## src/rtl/rc4_pkg.sv

```systemverilog
// Shared types and constants for the RC4 key-search datapath.
package rc4_pkg;

  // Default widths for the candidate key and the 256x8 S-memory.
  localparam int KEY_W_DEF  = 22;
  localparam int ADDR_W_DEF = 8;
  localparam int DATA_W_DEF = 8;

  // Encrypted message geometry, shared with the PRGA client.
  localparam int MSG_LEN    = 32;
  localparam int MSG_ADDR_W = 5;

  // Search sequencer states.
  typedef enum logic [2:0] {
    ST_IDLE  = 3'd0,
    ST_CLR   = 3'd1,
    ST_INIT  = 3'd2,
    ST_KSA   = 3'd3,
    ST_PRGA  = 3'd4,
    ST_NEXT  = 3'd5,
    ST_FOUND = 3'd6,
    ST_FAIL  = 3'd7
  } rc4_state_e;

  // True while a candidate key is being processed.
  function automatic logic state_is_busy(input rc4_state_e s);
    return (s == ST_CLR) || (s == ST_INIT) || (s == ST_KSA) ||
           (s == ST_PRGA) || (s == ST_NEXT);
  endfunction

endpackage

```

## src/rtl/s_mem_mux.sv

```systemverilog
// S-memory write-port arbiter: grants the port to the client owning the
// current phase and forces address, data and write enable to zero otherwise.
module s_mem_mux
  import rc4_pkg::*;
#(
  parameter int ADDR_W = ADDR_W_DEF,
  parameter int DATA_W = DATA_W_DEF
) (
  input  rc4_state_e        state,
  input  logic [ADDR_W-1:0] init_addr,
  input  logic [DATA_W-1:0] init_data,
  input  logic              init_wren,
  input  logic [ADDR_W-1:0] ksa_addr,
  input  logic [DATA_W-1:0] ksa_data,
  input  logic              ksa_wren,
  output logic [ADDR_W-1:0] mem_addr,
  output logic [DATA_W-1:0] mem_data,
  output logic              mem_wren
);

  logic sel_init;
  logic sel_ksa;

  assign sel_init = (state == ST_INIT);
  assign sel_ksa  = (state == ST_KSA);

  // AND-OR select per bit: at most one select is high, none outside INIT/KSA.
  genvar gi;
  generate
    for (gi = 0; gi < ADDR_W; gi++) begin : g_addr
      assign mem_addr[gi] = (sel_init & init_addr[gi]) | (sel_ksa & ksa_addr[gi]);
    end
    for (gi = 0; gi < DATA_W; gi++) begin : g_data
      assign mem_data[gi] = (sel_init & init_data[gi]) | (sel_ksa & ksa_data[gi]);
    end
  endgenerate

  // A non-owner write enable can never reach the memory.
  assign mem_wren = (sel_init & init_wren) | (sel_ksa & ksa_wren);

endmodule

```

## src/rtl/rc4_key_search_ctrl.sv

```systemverilog
// RC4 key-search sequencer: for each candidate key runs clear -> S init ->
// KSA -> PRGA, stepping the key until plaintext is found or keys run out.
module rc4_key_search_ctrl
  import rc4_pkg::*;
#(
  parameter int              KEY_W     = KEY_W_DEF,
  parameter logic [KEY_W-1:0] KEY_START = '0,
  parameter logic [KEY_W-1:0] KEY_MAX   = '1,
  parameter int              ADDR_W    = ADDR_W_DEF,
  parameter int              DATA_W    = DATA_W_DEF
) (
  input  logic              clk,
  input  logic              reset_n,
  input  logic              go,
  output logic              client_clr,
  output logic              init_start,
  input  logic              init_done,
  input  logic [ADDR_W-1:0] init_addr,
  input  logic [DATA_W-1:0] init_data,
  input  logic              init_wren,
  output logic              ksa_start,
  input  logic              ksa_done,
  input  logic [ADDR_W-1:0] ksa_addr,
  input  logic [DATA_W-1:0] ksa_data,
  input  logic              ksa_wren,
  output logic              prga_start,
  input  logic              prga_done,
  input  logic              prga_valid,
  output logic [ADDR_W-1:0] mem_addr,
  output logic [DATA_W-1:0] mem_data,
  output logic              mem_wren,
  output logic [KEY_W-1:0]  key,
  output logic              busy,
  output logic              found,
  output logic              exhausted
);

  rc4_state_e       state_reg, state_next;
  logic [KEY_W-1:0] key_reg, key_next;
  logic             found_reg, found_next;
  logic             exhausted_reg, exhausted_next;

  // State, key counter and sticky status flags.
  always_ff @(posedge clk) begin
    if (!reset_n) begin
      state_reg     <= ST_IDLE;
      key_reg       <= KEY_START;
      found_reg     <= 1'b0;
      exhausted_reg <= 1'b0;
    end else begin
      state_reg     <= state_next;
      key_reg       <= key_next;
      found_reg     <= found_next;
      exhausted_reg <= exhausted_next;
    end
  end

  // Next-state and key/status update; every phase always passes through CLR
  // first so a done left high by the previous key cannot advance INIT.
  always_comb begin
    state_next     = state_reg;
    key_next       = key_reg;
    found_next     = found_reg;
    exhausted_next = exhausted_reg;
    case (state_reg)
      ST_IDLE, ST_FOUND, ST_FAIL: begin
        if (go) begin
          key_next       = KEY_START;
          found_next     = 1'b0;
          exhausted_next = 1'b0;
          state_next     = ST_CLR;
        end
      end
      ST_CLR:  state_next = ST_INIT;
      ST_INIT: if (init_done) state_next = ST_KSA;
      ST_KSA:  if (ksa_done)  state_next = ST_PRGA;
      ST_PRGA: begin
        if (prga_done) begin
          if (prga_valid) begin
            found_next = 1'b1;
            state_next = ST_FOUND;
          end else begin
            state_next = ST_NEXT;
          end
        end
      end
      ST_NEXT: begin
        if (key_reg == KEY_MAX) begin
          exhausted_next = 1'b1;
          state_next     = ST_FAIL;
        end else begin
          key_next   = key_reg + 1'b1;
          state_next = ST_CLR;
        end
      end
      default: state_next = ST_IDLE;
    endcase
  end

  // Moore phase strobes and status decoded from the registered state.
  assign client_clr = (state_reg == ST_CLR);
  assign init_start = (state_reg == ST_INIT);
  assign ksa_start  = (state_reg == ST_KSA);
  assign prga_start = (state_reg == ST_PRGA);
  assign busy       = state_is_busy(state_reg);
  assign found      = found_reg;
  assign exhausted  = exhausted_reg;
  assign key        = key_reg;

  s_mem_mux #(
    .ADDR_W (ADDR_W),
    .DATA_W (DATA_W)
  ) u_s_mem_mux (
    .state     (state_reg),
    .init_addr (init_addr),
    .init_data (init_data),
    .init_wren (init_wren),
    .ksa_addr  (ksa_addr),
    .ksa_data  (ksa_data),
    .ksa_wren  (ksa_wren),
    .mem_addr  (mem_addr),
    .mem_data  (mem_data),
    .mem_wren  (mem_wren)
  );

endmodule

```

## config.mk

```make
export PLATFORM = sky130hd
export DESIGN_NAME = rc4_key_search_ctrl
export DESIGN_NICKNAME = d
export VERILOG_FILES = /design/src/rtl/rc4_pkg.sv /design/src/rtl/s_mem_mux.sv /design/src/rtl/rc4_key_search_ctrl.sv
export SDC_FILE = /design/constraint.sdc
export NUM_CORES = 1
export LEC_CHECK = 0
export ABC_AREA = 1
export ABC_CLOCK_PERIOD_IN_PS = 2300
export BUFFER_PORTS_ARGS = -buffer_cell sky130_fd_sc_hd__buf_4
export CAP_MARGIN = 15
export CORE_MARGIN = 5
export CORE_UTILIZATION = 45
export DETAILED_ROUTE_END_ITERATION = 8
export GPL_TIMING_DRIVEN = 0
export PLACE_DENSITY_LB_ADDON = 0.15
export SETUP_SLACK_MARGIN = 0.05
export SLEW_MARGIN = 30
export SYNTH_ARGS = -nofsm -noshare
export SYNTH_HDL_FRONTEND = slang
export SYNTH_HIERARCHICAL = 1
export SYNTH_SLANG_ARGS = --single-unit
```

## constraint.sdc

```tcl
create_clock -name clk -period 2.3 [get_ports clk]
set_clock_uncertainty 0.2 [all_clocks]
set_input_delay 0.46 -clock clk [delete_from_list [all_inputs] [get_ports clk]]
set_output_delay 0.46 -clock clk [all_outputs]
set_load 0.05 [all_outputs]
```

==> flow_metrics.tcl <==
set metrics [dict create \
    die_area_um2 6320 \
    fp-row-count 25 \
    instances_no_fill 500 \
    power_frac_comb_pct 64.7 \
    cp-end-kind "primary output" \
    clk_pin_slew_ps 100 \
    drt-initial-drc-count 136 \
    timing.final.ws_setup_ps 178 \
    clkPwrFrac_pct 11.7 \
    cp-start-kind "flop" \
    largest_reg_flops 22 \
    cts_buffers 3 \
    initial_core_util_pct 46.3 \
    ff_latch_area_um2 544 \
    cp_slowest_stage_delay_ps 410 \
    path_cells "buf_6, buf_2, nand4_1, nand2_1, buf_4" \
    grtUsageTotal_pct 20.9 \
    synth_area_leaders "dfxtp_1, nand2_1, nand4_1, nand3_1, inv_1" \
    criticalPathCategory "reg2out" \
    totalWireLength_mm 6.55 \
    syn_avg_cell_area_um2 6.10 \
    setup_tns_ps 0 \
    post-place-cells 496 \
    postRouteAntennaNets 0 \
    grt_pass1_vias 2433 \
    cp_top_family "buffers and inverters" \
    yosysTopAreaCell "dfxtp_1" \
    syn_nets 398 \
    antenna_found_initial 0 \
    dieWidth_um 79.5 \
    htreeDepth 1 \
    drive_gt1_share_pct 30.3 \
    layout_commonest_cell "nand2_1" \
    min_path_type "in2reg" \
    area_delta_synth_final_pct 35.6 \
    p_int_w 0.00111 \
    p_seq_share_pct 23.6 \
    port_buffers 86 \
    cts_setup_buffers 0 \
    path_max_fanout 10 \
    clock_latency_ps 270 \
    critPathRequiredTime_ps 1640 \
    gp_congestion 0.869 \
    switchingPower_w 0.00124 \
    grt_first_pass_wirelength_mm 11.1 \
    status "complete, no violations" \
    multi_input_area_um2 1350 \
    fin_crit_sh_pct 92.3 \
    wl_per_cell_um 13.1 \
    setup_viol 0 \
    layout_common_cells "nand2_1, buf_4, nand4_1" \
    hold_buffers 0 \
    antennaDiodeCount 0 \
    root_buffer "clkbuf_8" \
    worstMarginPinSlew_ps 544 \
    ios 87 \
    final_max_slew_viol_count 0 \
    ys_ff_latch 27 \
    nNetsFinal 489 \
    fmax_ghz 0.471 \
    cellLeakagePower_nw 1.38 \
    rsz0062_at_grt "no" \
    die_h_um 79.5 \
    yosysSeqAreaShare_pct 24.9 \
    cts_buffer_depth 2 \
    crit_buf_inv 3 \
    slowest_stage "dfxtp_2" \
    dp_hpwl_mm 5.12 \
    cts_sinks 27 \
    n_fill_cell 450 \
    synth_cell_types 28 \
    core_region_area_um2 4690 \
    hold_viol 0 \
    cts_tree "done" \
    ir_drop_mv 0.460 \
    syn_area_um2 2170 \
    relSlewSlack_pct 63.7 \
    sw_frac_of_total_pct 52.7 \
    cellPowerDensity_nw_per_um2 796 \
    globalRouteOverflowTotal 0 \
    viasPerCell 5.31 \
    dr.pass1.iters 7 \
    critPathArrivalTime_ps 1460 \
    drc 0 \
    post-place-ws_ps 209 \
    synth_top_cell_area_share_pct 24.9 \
    vias 2654 \
    period_needed_ps 2120 \
    postSynthCellCount 356 \
    yosys_warnings 6 \
    grt_start_max_net_pins 15 \
    drv_cap 0 \
]
## metrics by stage
step	hold WS, ps	instance area [um2]	power, W	utilization (%)
after global placement	270	2890	0.00205	61.5
after floorplan	292	2170	0.00165	-
after CTS	244	2930	0.00234	62.5
after global routing	236	2950	0.00251	62.8
after detailed placement	271	2890	0.00207	61.5
final	247	2950	0.00235	62.8
## tightest hold or removal path, stage by stage
cell,delay (ps)
buf_4,130
o21ai_0,70
nor2_1,40
## power by group through the flow
stage | sequential, W | combinational (W) | clock, W
floorplan | 0.000585 | 0.00106 | 0
global placement | 0.000553 | 0.00150 | 0
detailed placement | 0.000555 | 0.00151 | 0
CTS | 0.000544 | 0.00151 | 0.000286
global route | 0.000561 | 0.00164 | 0.000306
finish | 0.000553 | 0.00152 | 0.000274
## synth_stat cells
| cell type | instances |
|---|---|
| a21oi_1 | 16 |
| a21oi_2 | 1 |
| a31oi_1 | 1 |
| buf_2 | 2 |
| buf_4 | 6 |
| buf_6 | 6 |
| buf_8 | 1 |
| clkbuf_1 | 2 |
| dfxtp_1 | 27 |
| ha_1 | 1 |
| inv_1 | 37 |
| inv_2 | 4 |
| nand2_1 | 102 |
| nand2_2 | 2 |
| nand2_4 | 1 |
| nand3_1 | 32 |
| nand3_2 | 3 |
| nand3b_1 | 2 |
| nand4_1 | 44 |
| nand4_2 | 1 |
| nor2_1 | 37 |
| nor2_2 | 7 |
| nor2_4 | 3 |
| nor3_1 | 2 |
| o21ai_0 | 6 |
| o21bai_1 | 4 |
| or2_2 | 5 |
| xor2_1 | 1 |
## final cells by class
cell class	instances	area share [%]
Buffer	17	4.92
Clock buffer	4	1.53
Inverter	41	5.22
Multi-Input combinational cell	271	45.7
Sequential cell	27	18.5
Tap cell	54	2.29
Timing Repair Buffer	86	21.9
## kinds of logic after synthesis
group           count (synthesis)  share of synthesized area [%]
fa+ha+maj                       1                          0.576
xor+xnor                        1                          0.403
flops                          27                           24.9
buf+inv                        58                           13.8
simple gates                  241                           53.3
compound gates                 28                           7.14
## final timing paths
path | endpoint | slack (ps) | cells past startpoint | start
setup / recovery | mem_addr[6] | 180 | 5 | state_reg[0]
hold reg to reg | found | 280 | 2 | found
hold / removal | key[0] | 250 | 3 | reset_n
setup reg to reg | key[7] | 300 | 10 | key[1]
## timing repair
item,in CTS,in global routing
hold endpoints to repair,0,0
setup endpoints to repair,0,28
gates resized for setup,0,4
## layer usage
layer	part of all wire [%]	global-route usage, %	up-vias
met4	0.34	3.61	0
met3	6.9	3.39	2
met5	0	0	-
met1	44	28.6	1213
met2	48	34.9	76
li1	-	-	1363
No activity file was read; power rests on OpenSTA's default activity.
